File: src/rtl/column_scanner.sv
// Column scanner for a multiplexed display matrix: one-hot or mirrored-pair column drive with
// per-column dwell. Optional macro COLUMN_SCANNER_GHOST_BLANK_EN adds a one-cycle blank between columns.
module column_scanner #(
  parameter int unsigned COLS    = 5,
  parameter int unsigned DWELL_W = 8,
  localparam int unsigned PH_W   = (COLS > 2) ? $clog2(COLS) : 1
) (
  input  logic               clock,
  input  logic               reset,
  input  logic               enable,
  input  logic               mirror,
  input  logic [DWELL_W-1:0] dwell,
  output logic [COLS-1:0]    col,
  output logic [PH_W-1:0]    phase,
  output logic               frame_start
);

  localparam int unsigned     HALF     = (COLS + 1) / 2;
  localparam logic [PH_W-1:0] LastFull = PH_W'(COLS - 1);
  localparam logic [PH_W-1:0] LastHalf = PH_W'(HALF - 1);
  localparam logic [COLS-1:0] ColReset = {1'b1, {(COLS - 1){1'b0}}};

  // Mirrored mode also drives the column reflected about the centre; the middle
  // phase of an odd-width matrix collapses onto a single bit.
  function automatic logic [COLS-1:0] pattern(input logic [PH_W-1:0] ph, input logic mir);
    logic [COLS-1:0] p;
    for (int i = 0; i < COLS; i++) begin
      p[i] = (i == int'(COLS - 1) - int'(ph)) || (mir && (i == int'(ph)));
    end
    return p;
  endfunction

`ifdef COLUMN_SCANNER_GHOST_BLANK_EN
  typedef enum logic {StShow, StBlank} state_e;
  state_e state_q, state_d;
`endif

  logic [PH_W-1:0]    phase_q, phase_d, phase_nxt, last_phase;
  logic [DWELL_W-1:0] cnt_q, cnt_d;
  logic               mirror_q, mirror_d, mirror_nxt;
  logic [COLS-1:0]    col_q, col_d;
  logic               fs_q, fs_d;
  logic               wrap, terminal;

  always_comb begin
    last_phase = mirror_q ? LastHalf : LastFull;
    wrap       = (phase_q == last_phase);
    terminal   = (cnt_q >= dwell);
    phase_nxt  = wrap ? '0 : phase_q + PH_W'(1);
    mirror_nxt = wrap ? mirror : mirror_q;

    phase_d  = phase_q;
    cnt_d    = cnt_q;
    mirror_d = mirror_q;
    col_d    = col_q;
    fs_d     = 1'b0;
`ifdef COLUMN_SCANNER_GHOST_BLANK_EN
    state_d  = state_q;
`endif

    if (enable) begin
`ifdef COLUMN_SCANNER_GHOST_BLANK_EN
      if (state_q == StBlank) begin
        state_d = StShow;
        col_d   = pattern(phase_q, mirror_q);
        // Phase 0 is only ever reached through a wrap, so this marks a new frame.
        fs_d    = (phase_q == '0);
      end else if (terminal) begin
        cnt_d    = '0;
        phase_d  = phase_nxt;
        mirror_d = mirror_nxt;
        state_d  = StBlank;
        col_d    = '0;
      end else begin
        cnt_d = cnt_q + DWELL_W'(1);
      end
`else
      if (terminal) begin
        cnt_d    = '0;
        phase_d  = phase_nxt;
        mirror_d = mirror_nxt;
        col_d    = pattern(phase_nxt, mirror_nxt);
        fs_d     = wrap;
      end else begin
        cnt_d = cnt_q + DWELL_W'(1);
      end
`endif
    end
  end

  always_ff @(posedge clock or posedge reset) begin
    if (reset) begin
      phase_q  <= '0;
      cnt_q    <= '0;
      mirror_q <= 1'b0;
      col_q    <= ColReset;
      fs_q     <= 1'b0;
`ifdef COLUMN_SCANNER_GHOST_BLANK_EN
      state_q  <= StShow;
`endif
    end else begin
      phase_q  <= phase_d;
      cnt_q    <= cnt_d;
      mirror_q <= mirror_d;
      col_q    <= col_d;
      fs_q     <= fs_d;
`ifdef COLUMN_SCANNER_GHOST_BLANK_EN
      state_q  <= state_d;
`endif
    end
  end

  assign col         = col_q;
  assign phase       = phase_q;
  assign frame_start = fs_q;

endmodule
File: config.mk
export PLATFORM = sky130hd
export DESIGN_NAME = column_scanner
export DESIGN_NICKNAME = d
export VERILOG_FILES = /design/src/rtl/column_scanner.sv
export SDC_FILE = /design/constraint.sdc
export NUM_CORES = 1
export LEC_CHECK = 0
export ABC_CLOCK_PERIOD_IN_PS = 3100
export BUFFER_PORTS_ARGS = -buffer_cell sky130_fd_sc_hd__clkbuf_2
export CAP_MARGIN = 5
export CORE_UTILIZATION = 25
export CTS_CLUSTER_DIAMETER = 50
export DETAILED_ROUTE_END_ITERATION = 16
export GPL_ROUTABILITY_DRIVEN = 0
export PLACE_DENSITY = 0.43
export SLEW_MARGIN = 20
export SYNTH_ARGS = -nofsm -noshare
export SYNTH_HDL_FRONTEND = slang
export SYNTH_SLANG_ARGS = --single-unit
File: constraint.sdc
create_clock -name clock -period 3.1 [get_ports clock]
set_input_delay 0.62 -clock clock [delete_from_list [all_inputs] [get_ports clock]]
set_output_delay 0.62 -clock clock [all_outputs]
set_load 0.005 [all_outputs]
Word-level counts from Yosys, hierarchy flattened --
Cells that the tools add are included. W data, S select, Z words.
Word-level totals: flip-flop bits (word level) 18
Operators by class: add/subtract/negate cells 3, magnitude comparators 1, equal/unequal tests 9, muxes and demuxes 6, reduce and logical (&&, ||, !) cells 13
Operators with widths (number):
- $logic_not A32 Y1 | 1
- $eq A3 B3 Y1 const A | 3
- $add A8 B1 Y8 const B | 1
- $eq A3 B4 Y1 const A | 2
- $ge A8 B8 Y1 | 1
- $mux W8 | 1
- $mux W3 | 2
- $logic_and A1 B1 Y1 | 5
- $logic_or A1 B1 Y1 | 5
- $eq A2 B4 Y1 const A | 1
- $eq A4 B4 Y1 const A | 1
- $sub A3 B3 Y4 const A | 1
- $add A3 B1 Y3 const B | 1
- $eq A2 B3 Y1 const A | 1
- $eq A3 B3 Y1 | 1
- $logic_not A3 Y1 | 1
- $mux W1 | 3
- $reduce_and A2 Y1 | 1

Logic depth before layout (Yosys ltp) --
Gate-level depths: netlist (run 1).
depth after elaboration 6, gate-level depth with buffers 9, depth with buffers taken out 8

Worst setup path after synthesis (run 1) --
Ideal clock, no wire load.
path type input-to-reg, start input port dwell[0], end register col_q[0], in the netlist col[0], library setup time 0.125 ns, arrival time 2.056 ns, data required time 2.975 ns, path slack 0.919 ns, cell stages on the path 7, path buffers 1, path through ha_1 > nand2b_4 > a2111oi_4 > o31ai_2 > and2_4 > buf_6 > mux2_4
Between the ends: cells in the longest elaborated chain, start to end 2
Ends and longest elaborated chain:
- start, declared | RTL line 12 | input logic [DWELL_W-1:0] dwell,
- $ge A8 B8 Y1 | RTL line 48 | terminal = (cnt_q >= dwell);
- $reduce_and A2 Y1 (no source line)
- end signal, assigned | RTL line 96 | col_q <= ColReset;
- end signal, assigned | RTL line 105 | col_q <= col_d;
- end, declared | RTL line 41 | logic [COLS-1:0] col_q, col_d;
No other way between the ends. A chain may end at the register's enable or synchronous reset.

Worst setup path after layout (run 1) --
start register phase_q[0], in the netlist phase[0], end register col_q[0], in the netlist col[0]
Between the ends: cells in the longest elaborated chain, start to end 5
Ends and longest elaborated chain:
- start, declared | RTL line 38 | logic [PH_W-1:0] phase_q, phase_d, phase_nxt, last_phase;
- start signal, assigned | RTL line 102 | phase_q <= phase_d;
- $add A3 B1 Y3 or $eq A3 B3 Y1 (tied branches) | RTL line 49, 47
- $mux W3 (*) | RTL line 49 | phase_nxt = wrap ? '0 : phase_q + PH_W'(1);
- net phase_nxt[2] | RTL line 38
- $sub A3 B3 Y4 or $logic_not A3 Y1 (tied branches) | RTL line 28 | p[i] = (i == int'(COLS - 1) - int'(ph)) || (mir && (i == int'(ph)));
- $logic_not A32 Y1 or $logic_and A1 B1 Y1 (tied branches) | RTL line 28
- $logic_or A1 B1 Y1 (*) | RTL line 28
The timed path passes the listed nets; every way through them passes the cells marked *.

==> out/metrics.cfg, run 1 <==
[outcome]
run_status=finished, final reports clean

[routing]
drt_pass1_iterations=4
wire_per_inst_um=11.8
routed_wirelength_mm=2.63
drt_iter0_markers=28
viasPerCell=4.55
drc=0
num_vias=1010
postRouteAntennaNets=0

[cts]
root_buffer=clkbuf_8
post_cts_buffers=0
clk_latency_ns=0.25
hold_buffers=0
tritoncts=done
clk_pin_slew_ns=0.07
clock-sinks=18
cts_resized=0
cts-buffers-inserted=3
htree_num_levels=1
cts.path.max_buffers=2

[layout]
drive_gt1_share_pct=22.6
insertedDiodeCount=0
area_growth_pct=16.3
multi_input_area_um2=731
final_nets=181
regArea_um2=452
fillers=524

[grt]
grt_max_degree=19
grt_pass1_vias=945
overflow=0
antenna_found_initial=0
grt_first_pass_wirelength_mm=4.22
grt_use_total_pct=10.0

[critical_path]
crit_path_max_fanout=13
r2r_cells=7
r2r-start=phase[0]
startpoint_type=flip-flop
required_ns=3.24
crit_type=flip-flop to flip-flop
end_kind=flip-flop
rrSetupSlack_ns=0.79
worstPathArrival_ns=2.46
r2r_end=col[0]

[die]
num_rows=25
core-area_um2=4820
fp.dieH_um=73.7
die-width_um=73.7
io_pins=21
floorplan.initialDensity_pct=26.6
dieArea_um2=5430

[timing]
fin_tns_setup_ns=0
fmax_mhz=432
worst_slack_ns=0.785
rsz0062_at_grt=false
skew_ns=0.00643
maxSlewViolCount=0
finalWorstPathRequiredPeriod_ns=2.31
slew_headroom_pct=52.4
tightest_slew_ns=0.713
hold_viol_final=0
period_share_pct=74.7
setup_viol=0

[pwr]
irDropWorstVdd_uv=383
p_leak_nw=0.738
p_clk_share_pct=13.3
combPwrFrac_pct=54.1
power.internal_uw=822
powerDensity_nw_per_um2=954
power.switching_uw=603
power_frac_seq_pct=32.6
switching_share_pct=42.3

[place]
hpwlAfterDp_mm=2.00
io_buffer_count=20
place_ws_ns=0.691

[synthesis]
yosys.area.top_type_share_pct=33.1
synth_top_flop_cell=dfrtp_1
ys_warn_count=0
netlist_area_um2=1280
synth.area.top_cells=dfrtp_1 (33%), ha_1 (13%), inv_1 (5.0%)
synth_edf_count=0
synthCells=137
syn_avg_cell_area_um2=9.37
synth_common_cells=dfrtp_1 (17), inv_1 (17), ha_1 (13)
async_flop_share_pct=100
synthesis.nets=162
ys_types=40
yosys.area.top_type=dfrtp_1
ys_seq_area_share_pct=35.2
ys_seq_elements=18

[min_path]
hold_class=primary input to async pin

[run]
maxCapViolations=0

worst max-delay path, cell delays in order, from the launching register on:
cell and delay, ns:
dfrtp_1 0.60, ha_1 0.28, nand2b_1 0.07, o22ai_1 0.32
inv_1 0.08, ha_1 0.37, a22o_1 0.24, mux2_4 0.25
through the flow:
step / hold slack, ns / utilization, % / area, um2 / instances / power [mW]
floorplan: 0.479 / - / 1280 / 137 / 1.05
global placement: 0.501 / 29.8 / 1440 / 218 / 1.23
detailed placement: 0.479 / 29.8 / 1440 / 218 / 1.25
CTS: 0.484 / 31.0 / 1490 / 222 / 1.45
global route: 0.519 / 31.0 / 1490 / 222 / 1.55
finish: 0.454 / 31.0 / 1490 / 222 / 1.42
power groups by stage:
stage               Sequential (mW)  Combinational (mW)  Clock [mW]
floorplan                     0.409               0.644           0
global placement              0.469               0.758           0
detailed placement            0.468               0.780           0
CTS                           0.465               0.786       0.200
global route                  0.484               0.862       0.209
finish                        0.464               0.770       0.190
layer usage:
metal / vias up / track usage [%] / part of all wire (%)
met5: - / 0 / 0
met4: 0 / 3.85 / 0.95
met3: 4 / 1.65 / 3.4
met2: 20 / 17.5 / 48
met1: 471 / 12.2 / 48
li1: 515 / - / -
state kept, by name (all words and copies together) (netlist names):
name         cells
cnt_q            8
col              5
phase            3
frame_start      1
mirror_q         1
how the worst max path moves through the flow:
stage,start,end,cells after the start
after floorplan,dwell[0],col[0],7
after global placement,dwell[0],cnt_q[3],8
after detailed placement,dwell[0],cnt_q[3],8
after CTS,phase[0],col[0],7
after global routing,phase[0],col[4],8
final,phase[0],col[0],7
cell usage in the layout (no fill, tap or decap), types with 2 or more instances in the layout:
cell type  netlist  layout
o21ai_0          5       5
and3b_1          2       2
a21o_1           3       3
xnor2_1          2       2
ha_1            13      13
a22o_1           2       2
dfrtp_1         17      17
o21a_1           2       2
nand2_1          9       9
clkbuf_8         0       4
nand2b_1         2       2
mux2_4           3       3
nor2_1           9       9
o211ai_1         2       2
nand4_1          2       2
nand3_1          7       7
a21oi_1          6       6
mux2i_1          3       3
nor3b_1          2       2
nor3_1           3       3
inv_1           17      17
o22ai_1          3       3
clkbuf_2         0      20
layout make-up:
type	instances	area share, %
tap	67	5.62
timing repair buffer	21	7.21
clock buffer	4	3.69
multi-input combinational	95	49.0
sequential	18	30.3
inverter	17	4.27
cells by family (layout without fill, tap and decap cells):
family          after synthesis  in the layout  synth area share (%)
xor+xnor                      3              3                  2.05
buf+inv                      24             42                  7.89
compound gates               31             31                  17.9
simple gates                 41             41                  17.5
mux                           7              7                  6.72
flops                        18             18                  35.2
fa+ha+maj                    13             13                  12.7
(Power assumes the default switching activity.)
==> run 2, diff against run 1 <==
Settings changed: ABC_CLOCK_PERIOD_IN_PS 3100 to 2000, PLACE_DENSITY 0.43 to 0.44.
Clock period 3.1 ns to 2 ns, I/O delays scaled along.
==> out/metrics.cfg, run 2 (synthesis results as in run 1) <==
[cts]
clock-sinks=18
htree_num_levels=1
clk_pin_slew_ns=0.07
tritoncts=done
root_buffer=clkbuf_8
cts-buffers-inserted=3
cts.path.max_buffers=2
clk_latency_ns=0.25

[critical_path]
max_stage_delay_ns=0.50
crit_chain=inv_1 > ha_1 > nand2b_4 > a2111oi_4 > o31ai_4 > or4b_1 > o221ai_1
cp_num_buf_inv=1
crit_type=flip-flop to flip-flop
startpoint_type=flip-flop
worstPathArrival_ns=2.10
critPathLaunch=cnt_q[0]
end_kind=flip-flop
required_ns=2.16
cpMaxStageDelayCell=or4b_1
crit_path_max_fanout=4
path_delay_family=simple AND/OR/NAND/NOR gates
r2r-start=cnt_q[0]

[layout]
top_register=cnt_q
area_growth_pct=30.4
final_cell_mix=buf_4 (21), clkbuf_2 (20), inv_1 (17)
final_common_cell=buf_4
largest_reg_flops=8
fillers=533
final_cell_area_um2=1670
regArea_um2=457
final_nets=201
drive_gt1_share_pct=35.4
multi_input_area_um2=767
insertedDiodeCount=0

[outcome]
run_status=finished, final reports clean

[grt]
overflow=0
grt_first_pass_wirelength_mm=4.44
grt_pass1_vias=990
grt_max_degree=19
grt_use_total_pct=10.8
antenna_found_initial=0

[pwr]
finalPower_mw=2.55
powerDensity_nw_per_um2=1520
irDropWorstVdd_uv=472
p_leak_nw=0.832

[timing]
fmax_mhz=515
finalWorstPathRequiredPeriod_ns=1.94
fin_tns_setup_ns=0
timing.hold.ws_ns=0.223
skew_ns=0.0108
maxSlewViolCount=0
hold_viol_final=0
setup_viol=0
tightest_slew_ns=0.691
slew_headroom_pct=53.9
period_share_pct=97.0

[routing]
num_vias=1052
wire_per_inst_um=11.2
routed_wirelength_mm=2.71
drt_iter0_markers=20
viasPerCell=4.35
drt_pass1_iterations=4
postRouteAntennaNets=0
drc=0

[die]
io_pins=21
dieArea_um2=5430
core-area_um2=4820
floorplan.initialDensity_pct=26.6
die-width_um=73.7
num_rows=25
fp.dieH_um=73.7

[place]
dpl_cell_area_um2=1580
io_buffer_count=20
hpwlAfterDp_mm=2.14

[run]
maxCapViolations=0

[min_path]
hold_class=primary input to async pin

## run 2: area by class of cell
cell class	count	area share (%)
clock buffers	4	2.69
well taps	67	5.01
repair buffers	41	15.4
flip-flops and latches	18	27.3
inverters	17	3.81
multi-input cells	95	45.8
## run 2: metrics by stage
stage               utilization [%]  std cells  worst slack [ns]
floorplan                         -        137           0.00131
global placement               32.7        236           -0.0255
detailed placement             32.7        236           -0.0633
CTS                            33.7        240           0.00763
global route                   34.8        242           -0.0251
finish                         34.8        242            0.0590
## run 2: power breakdown
group	switching (mW)	total, mW	internal (mW)
clock	0.111	0.252	0.141
combinational	0.739	1.62	0.876
sequential	0.163	0.682	0.520
## run 2: path summary, 6_finish.rpt
kind / to / cells after the start / slack (ns)
max: cnt_q[3] / 7 / 0.06
min: col[1] / 2 / 0.22
max reg2reg: cnt_q[3] / 7 / 0.06
min reg2reg: col[2] / 1 / 0.51
max in group asynchronous: phase[2] / 2 / 1.28
min in group clock: col[2] / 1 / 0.51
## run 2: what timing repair did
action	CTS	global route
endpoints found under the setup margin	3	7
hold endpoints to repair	0	0
pin swaps	0	2
gates resized for setup	2	7
hold buffers	0	0
buffers inserted	0	2
## run 2: per-layer routing
| metal | global-route usage (%) | wire length, um |
|---|---|---|
| met2 | 16.8 | 1220 |
| met5 | 0 | 0 |
| met3 | 3.29 | 79 |
| met1 | 15.0 | 1410 |
| met4 | 1.28 | 10 |
